`src/rtl/gshare_predictor.sv`:
```
// Gshare direction predictor: saturating counter table indexed by PC index XOR
// global history, with speculative GHR, commit-time training and a reset-time init sweep.
module gshare_predictor #(
  parameter int IDX_W    = 5,
  parameter int CNT_W    = 2,
  parameter int HIST_W   = 5,
  parameter int NUM_RD   = 2,
  parameter int INIT_CNT = 1
) (
  input  logic                      clk,
  input  logic                      rst_n,
  output logic                      ready,
  input  logic [NUM_RD*IDX_W-1:0]   rd_idx,
  output logic [NUM_RD-1:0]         pred_taken,
  output logic [HIST_W-1:0]         pred_hist,
  input  logic [NUM_RD-1:0]         spec_push,
  input  logic [NUM_RD-1:0]         spec_dir,
  input  logic                      upd_we,
  input  logic [IDX_W-1:0]          upd_idx,
  input  logic [HIST_W-1:0]         upd_hist,
  input  logic                      upd_taken,
  input  logic                      upd_mispredict
);

  // state   | meaning
  // ST_INIT | sweeping INIT_CNT into every entry; lookups forced not-taken
  // ST_RUN  | table valid; lookups, training and GHR speculation active

  localparam int              DEPTH    = 2**IDX_W;
  localparam logic [CNT_W-1:0] CNT_MAX = '1;
  localparam logic [CNT_W-1:0] CNT_INI = CNT_W'(INIT_CNT);

  typedef enum logic {ST_INIT, ST_RUN} state_t;

  state_t            state;
  logic [IDX_W-1:0]  init_ptr;
  logic [HIST_W-1:0] ghr;
  logic [HIST_W-1:0] ghr_nxt;
  logic [CNT_W-1:0]  cnt_tbl [DEPTH];
  logic [IDX_W-1:0]  upd_w;
  logic [CNT_W-1:0]  upd_cur;
  logic [CNT_W-1:0]  upd_nxt;

  always_ff @(posedge clk or negedge rst_n) begin
    if (!rst_n) begin
      state    <= ST_INIT;
      init_ptr <= '0;
      ready    <= 1'b0;
      ghr      <= '0;
    end else begin
      case (state)
        ST_INIT: begin
          init_ptr <= init_ptr + IDX_W'(1);
          if (init_ptr == IDX_W'(DEPTH - 1)) begin
            state <= ST_RUN;
            ready <= 1'b1;
          end
        end
        ST_RUN: ghr <= ghr_nxt;
        default: state <= ST_INIT;
      endcase
    end
  end

  // A mispredict rebuilds history from the branch's own snapshot; younger pushes are wrong-path.
  always_comb begin
    ghr_nxt = ghr;
    if (upd_we && upd_mispredict) begin
      ghr_nxt = {upd_hist[HIST_W-2:0], upd_taken};
    end else begin
      for (int k = 0; k < NUM_RD; k++) begin
        if (spec_push[k]) ghr_nxt = {ghr_nxt[HIST_W-2:0], spec_dir[k]};
      end
    end
  end

  assign upd_w   = upd_idx ^ IDX_W'(upd_hist);
  assign upd_cur = cnt_tbl[upd_w];

  always_comb begin
    upd_nxt = upd_cur;
    if (upd_taken) begin
      if (upd_cur != CNT_MAX) upd_nxt = upd_cur + CNT_W'(1);
    end else begin
      if (upd_cur != '0) upd_nxt = upd_cur - CNT_W'(1);
    end
  end

  always_ff @(posedge clk) begin
    if (state == ST_INIT) begin
      cnt_tbl[init_ptr] <= CNT_INI;
    end else if (upd_we) begin
      cnt_tbl[upd_w] <= upd_nxt;
    end
  end

  for (genvar k = 0; k < NUM_RD; k++) begin : g_rd
    logic [IDX_W-1:0] idx;
    assign idx           = rd_idx[k*IDX_W +: IDX_W] ^ IDX_W'(ghr);
    assign pred_taken[k] = ready & cnt_tbl[idx][CNT_W-1];
  end

  assign pred_hist = ghr;

endmodule

```
`config.mk`:
```
export PLATFORM = sky130hd
export DESIGN_NAME = gshare_predictor
export DESIGN_NICKNAME = d
export VERILOG_FILES = /design/src/rtl/gshare_predictor.sv
export SDC_FILE = /design/constraint.sdc
export NUM_CORES = 1
export LEC_CHECK = 0
export BUFFER_PORTS_ARGS = -buffer_cell sky130_fd_sc_hd__buf_2
export CELL_PAD_IN_SITES_DETAIL_PLACEMENT = 1
export CELL_PAD_IN_SITES_GLOBAL_PLACEMENT = 1
export CORE_MARGIN = 3
export CORE_UTILIZATION = 50
export CTS_CLUSTER_SIZE = 14
export DETAILED_ROUTE_END_ITERATION = 6
export HOLD_SLACK_MARGIN = 0.1
export PLACE_DENSITY_LB_ADDON = 0.1
export SYNTH_ARGS = -nofsm -noshare
export SYNTH_HDL_FRONTEND = slang
export SYNTH_SLANG_ARGS = --single-unit
```
`constraint.sdc`:
```
create_clock -name clk -period 3.6 [get_ports clk]
set_input_delay 0.72 -clock clk [delete_from_list [all_inputs] [get_ports clk]]
set_output_delay 0.72 -clock clk [all_outputs]
set_load 0.02 [all_outputs]
```
==> metrics.txt, run 1 <==
drc violations 0; antenna viol nets, final 0; period utilisation layout 96.16%; register area share after synthesis 54.38%; status finished clean; Detailed Route WL 10.78 mm; DR WL/cell around 24 µm; worst relative slew slack approximately 36%; CP Launch Point pred_hist[0]; Detail Placement HPWL slightly above 8 mm; filler instances approximately 780; Tmin final ~3500 ps; Max Freq around 290 MHz; area leader, netlist edfxtp_1; Pleak 1.718 nW; drt first pass iters 5; Antenna Cells 0; largest net degree at the start of global routing 33; Die ar. between 9000 and 10,000 µm²; Global Route Usage Sum 25.25%; Multi-input gate area between 1500 and 2000 µm²; setup TNS 0 ps; maximum fanout along the worst path 8; type of origin of the critical path flip-flop; Fin Clk Skew 13.34 ps; CP Capture Type primary output; root buf cell clkbuf_8; H-Tree Depth 3; post-synthesis instance total around 290; Starting Density a little over half; Hold Buf Count CTS 0; mean post-synth cell area between 10 and 15 µm²; core area 7848 µm²; GPL Wtd Cong around 0.9; total of max-cap violations 0; first-pass GRT wire length around 17 mm; Setup WS pre-CTS around 160 ps; Synth Register Bits 76; port bufs 36; CTS tree built; Power Density 470.0 nW/µm²; max incr delay on CP 570 ps; Net count, final 369; Net Count, Synth ~320; Clk Latency, worst-skew pair ~360 ps; FF-to-FF Start state; worst path cell trace xor2_1, buf_6, mux4_1, mux4_1, mux2i_1, nor2b_1, buf_2; area added between synthesis and finish 14.57%; slowest stage cell, crit path mux4_1; synth unique cells 37; unrepaired setup endpoints after global routing false; io pins 37; # setup viols final 0; initial antenna violation count 0; Chip Height a little under 100 µm; CTS Sinks 76; via count roughly 2,800; commonest non-fill, non-tap cell in the layout edfxtp_1; Congestion Overflow GR 0; mapped cell area 4086 µm²; Crit Path Category flip-flop to primary output; max-slew violations 0; post-route worst setup slack about 140 ps; CP required approximately 2900 ps; number of global-route vias before repair just under 3,000; worst-margin pin slew ~960 ps; drt first-iter violations around 300; Yosys top cell area share 47.03%; class of the worst hold path input pin to async pin; most frequent CP cell mux4_1; die width just under 100 µm; Yosys warnings 0; final hold violations 0; layout cells sized above 1 between 20% and 30%; worst vdd ir 264.7 µV; Sequential Area ~2200 µm²; Avg Vias per Cell roughly 6.4; CTS clock-pin slew for the worst setup and hold paths roughly 90 ps; CP arrival ~2700 ps; most frequent cells in the layout edfxtp_1, nor2_1, buf_2; Row Count 32; Max Root-Sink Buffers 2; Num CTS Buffers 9; Synth area leaders edfxtp_1, mux4_1, mux4_2, dfrtp_1, nor2_1
==> registers in the layout, indices dropped and copies added, names as in the netlist <==
register / count
state: 1
pred_hist: 5
ready: 1
cnt_tbl: 64
init_ptr: 5
==> routing by layer <==
| metal | wire [µm] | vias to the layer above | GRT usage [%] |
|---|---|---|---|
| li1 | - | 1234 | - |
| met1 | 4656 | 1438 | 34.37 |
| met2 | 5168 | 126 | 40.43 |
| met3 | 666 | 32 | 4.260 |
| met4 | 289 | 0 | 10.86 |
| met5 | 0 | - | 0 |
==> cell type report <==
class	count	area share (%)
clock buffers	9	2.646
inverters	3	0.2405
flip-flops and latches	76	47.49
multi-input cells	197	38.54
repair buffers	51	6.601
well taps	102	2.726
clock inverters	7	1.764
==> metrics by stage <==
step | instance area, µm² | power (mW) | util (%) | hold slack (ps) | std cells
floorplan | 4086 | 1.352 | - | 424.4 | 286
global placement | 4459 | 1.501 | 56.82 | 483.0 | 427
detailed placement | 4459 | 1.520 | 56.82 | 497.0 | 427
CTS | 4666 | 2.197 | 59.45 | 238.3 | 443
global route | 4682 | 2.284 | 59.66 | 240.9 | 445
finish | 4682 | 2.201 | 59.66 | 234.9 | 445
==> where the power goes <==
part	internal, mW	switching (mW)
sequential	1.00	0.0234
clock	0.331	0.360
combinational	0.221	0.265
total	1.55	0.648
==> cells in the mapped netlist (all sizes together) <==
cell / n
a21boi: 1
a21o: 1
a21oi: 8
a22o: 1
a22oi: 5
a31oi: 1
a32oi: 2
and2: 1
and3: 3
buf: 5
clkbuf: 5
dfrtp: 12
edfxtp: 64
ha: 2
inv: 3
maj3: 1
mux2: 3
mux2i: 5
mux4: 36
nand2: 23
nand3: 7
nand4: 2
nor2: 48
nor2b: 5
nor3: 9
o211ai: 2
o21ai: 7
or2: 1
or3: 1
xnor2: 11
xor2: 11
==> what timing repair did <==
| action | in CTS | in global routing |
|---|---|---|
| resized for setup | 0 | 3 |
| hold endpoints to repair | 0 | 0 |
| setup endpoints to repair | 0 | 2 |
| buffers inserted | 0 | 2 |
==> logic make-up (layout without fill, tap and decap cells) <==
group / Yosys count / in the layout / share of synthesized area [%]
simple gates: 100 / 100 / 10.47
mux: 44 / 44 / 23.73
xor+xnor: 22 / 22 / 4.715
buf+inv: 13 / 70 / 1.561
compound gates: 28 / 28 / 4.287
flops: 76 / 76 / 54.38
fa+ha+maj: 3 / 3 / 0.8572
==> critical path, delay by kind of cell (launching register included) <==
family	cells	cell delay (ps)
muxes	3	1250
and+or+nand+nor	1	70
buffers and inverters	2	350
xor gates and xnor gates	1	240
DFF	1	460
==> worst paths after layout <==
kind | end | slack (ps) | cells after the start
max | pred_taken[0] | 140 | 7
min | ready | 230 | 1
max reg2reg | cnt_tbl[3][1] | 990 | 5
min reg2reg | init_ptr[3] | 510 | 1
max in group asynchronous | pred_hist[0] | 3120 | 1
min in group clk | init_ptr[3] | 510 | 1
Power figures use the tool's default switching activity.
==> run 2, diff against run 1 <==
Settings changed: GPL_TIMING_DRIVEN set to 0.
==> metrics.txt, run 2 (synthesis gave the netlist of run 1 again) <==
status finished clean; FF-to-FF path depth 7 (+2); via count 2,744 (-3.0%); CTS clock-pin slew for the worst setup and hold paths 80 ps (about the same); final hold violations 0 (unchanged); unrepaired setup endpoints after global routing false; Row Count 32 (unchanged); Congestion Overflow GR 0 (unchanged); final cell count without fillers 441 (-0.90%); class of the worst hold path input pin to async pin; drc violations 0 (unchanged); commonest non-fill, non-tap cell in the layout edfxtp_1; fin util 60.22% (+0.56 points); most frequent cells in the layout edfxtp_1, nor2_1, buf_2; Chip Height 96.41 µm (unchanged); root buf cell clkbuf_8; type of origin of the critical path flip-flop; Starting Density 52.07% (unchanged); Crit Path Category flip-flop to primary output; number of global-route vias before repair 2,914 (-1.7%); CP required 2880 ps (about the same); io pins 37 (unchanged); drt first-iter violations 201 (-32%); worst vdd ir 287.8 µV (+8.7%); port bufs 34 (-5.6%); # setup viols final 0 (unchanged); Multi-input gate area 1878 µm² (+4.1%); CP Capture Type primary output; max-slew violations 0 (unchanged); CP arrival 2760 ps (+20 ps); worst-margin pin slew 1205 ps (+245.1 ps); Detailed Route WL 11.07 mm (+2.7%); Num CTS Buffers 9 (unchanged); Hold WS 242.8 ps (+7.863 ps); area added between synthesis and finish 15.65%; Detail Placement HPWL 7.913 mm (-1.9%); Sequential Area 2222 µm² (about the same); Pleak 1.705 nW (-0.76%); first-pass GRT wire length 16.38 mm (-1.9%); Tmin final 3482 ps (+20.49 ps); CTS Sinks 76 (unchanged); max reg flops 64 (unchanged); core area 7848 µm² (unchanged); Power Density 458.9 nW/µm² (-2.4%); Max Freq 287.2 MHz (-0.59%); antenna viol nets, final 0 (unchanged); GPL Wtd Cong 0.8073 (-9.8%); number of cells after detailed placement 424 (-0.70%); Die ar. 9294 µm² (unchanged); largest net degree at the start of global routing 25 (-24%); H-Tree Depth 3 (unchanged); Max Root-Sink Buffers 2 (unchanged); post-route worst setup slack 117.8 ps (-20.49 ps); worst relative slew slack 19.69% (-16 points); CTS tree built; Global Route Usage Sum 25.19% (-0.067 points); layout cells sized above 1 24.48% (-1.8 points); Fin Clk Skew 10.58 ps (-2.766 ps); total of max-cap violations 0 (unchanged); Biggest register cnt_tbl; Net count, final 365 (-1.1%); period utilisation layout 96.73% (+0.57 points); Clk Latency, worst-skew pair 350 ps (about the same); Avg Vias per Cell 6.222 (-2.2%); initial antenna violation count 0 (unchanged); Antenna Cells 0 (unchanged); die width 96.41 µm (unchanged); maximum fanout along the worst path 8 (unchanged); drt first pass iters 4 (-1); Setup WS pre-CTS -351.7 ps (-506.8 ps); filler instances 772 (-1.3%); DR WL/cell 25.11 µm (+3.6%)
[run 2: worst paths after layout]
| path | to | slack, ps | from |
|---|---|---|---|
| min in group clk | init_ptr[3] | 510 | init_ptr[3] |
| worst min register to register | init_ptr[3] | 510 | init_ptr[3] |
| max in group asynchronous | init_ptr[1] | 3130 | rst_n |
| worst max-delay path | pred_taken[1] | 120 | pred_hist[0] |
| worst max register to register | cnt_tbl[21][0] | 990 | cnt_tbl[26][0] |
| worst min-delay path | init_ptr[4] | 240 | rst_n |
[run 2: layer usage]
metal / up-vias / wire [µm] / GRT usage [%] / share of wire (%)
li1: 1216 / - / - / -
met1: 1392 / 4282 / 32.59 / 39
met2: 124 / 5737 / 42.90 / 52
met3: 12 / 901 / 5.112 / 8.1
met4: 0 / 153 / 8.061 / 1.4
met5: - / 0 / 0 / 0
[run 2: stage by stage]
stage	setup TNS, ps	power, mW	cell area, µm²
global route	0	2.252	4726
floorplan	0	1.352	4086
CTS	-29.25	2.167	4708
global placement	-63120	1.494	4384
detailed placement	-5140	1.529	4433
finish	0	2.168	4726
[run 2: critical path, cell delays in order (launching register included)]
cell and delay (ps):
dfrtp_1 370, clkbuf_4 200, xor2_4 170, buf_12 150
mux4_1 630, mux4_2 510, mux2i_1 160, nor2b_1 60
buf_2 150
[run 2: what timing repair did]
item	in CTS	in global routing
resized for setup	6	5
buffers inserted	2	0
pin swaps	2	0
hold buffers	0	0
setup endpoints to repair	2	2
[run 2: area by class of cell]
class | instances | share of cell area (%)
clock inverter | 6 | 1.165
multi-input combinational | 197 | 39.74
timing repair buffer | 38 | 5.348
buffer | 9 | 1.086
sequential | 76 | 47.02
tap | 102 | 2.701
clock buffer | 10 | 2.701
inverter | 3 | 0.2383
[run 2: power by group]
| group | switching (mW) | internal (mW) | leakage (nW) |
|---|---|---|---|
| clock network | 0.307 | 0.313 | 0.0911 |
| logic | 0.291 | 0.233 | 0.892 |
| registers | 0.0240 | 1.00 | 0.722 |
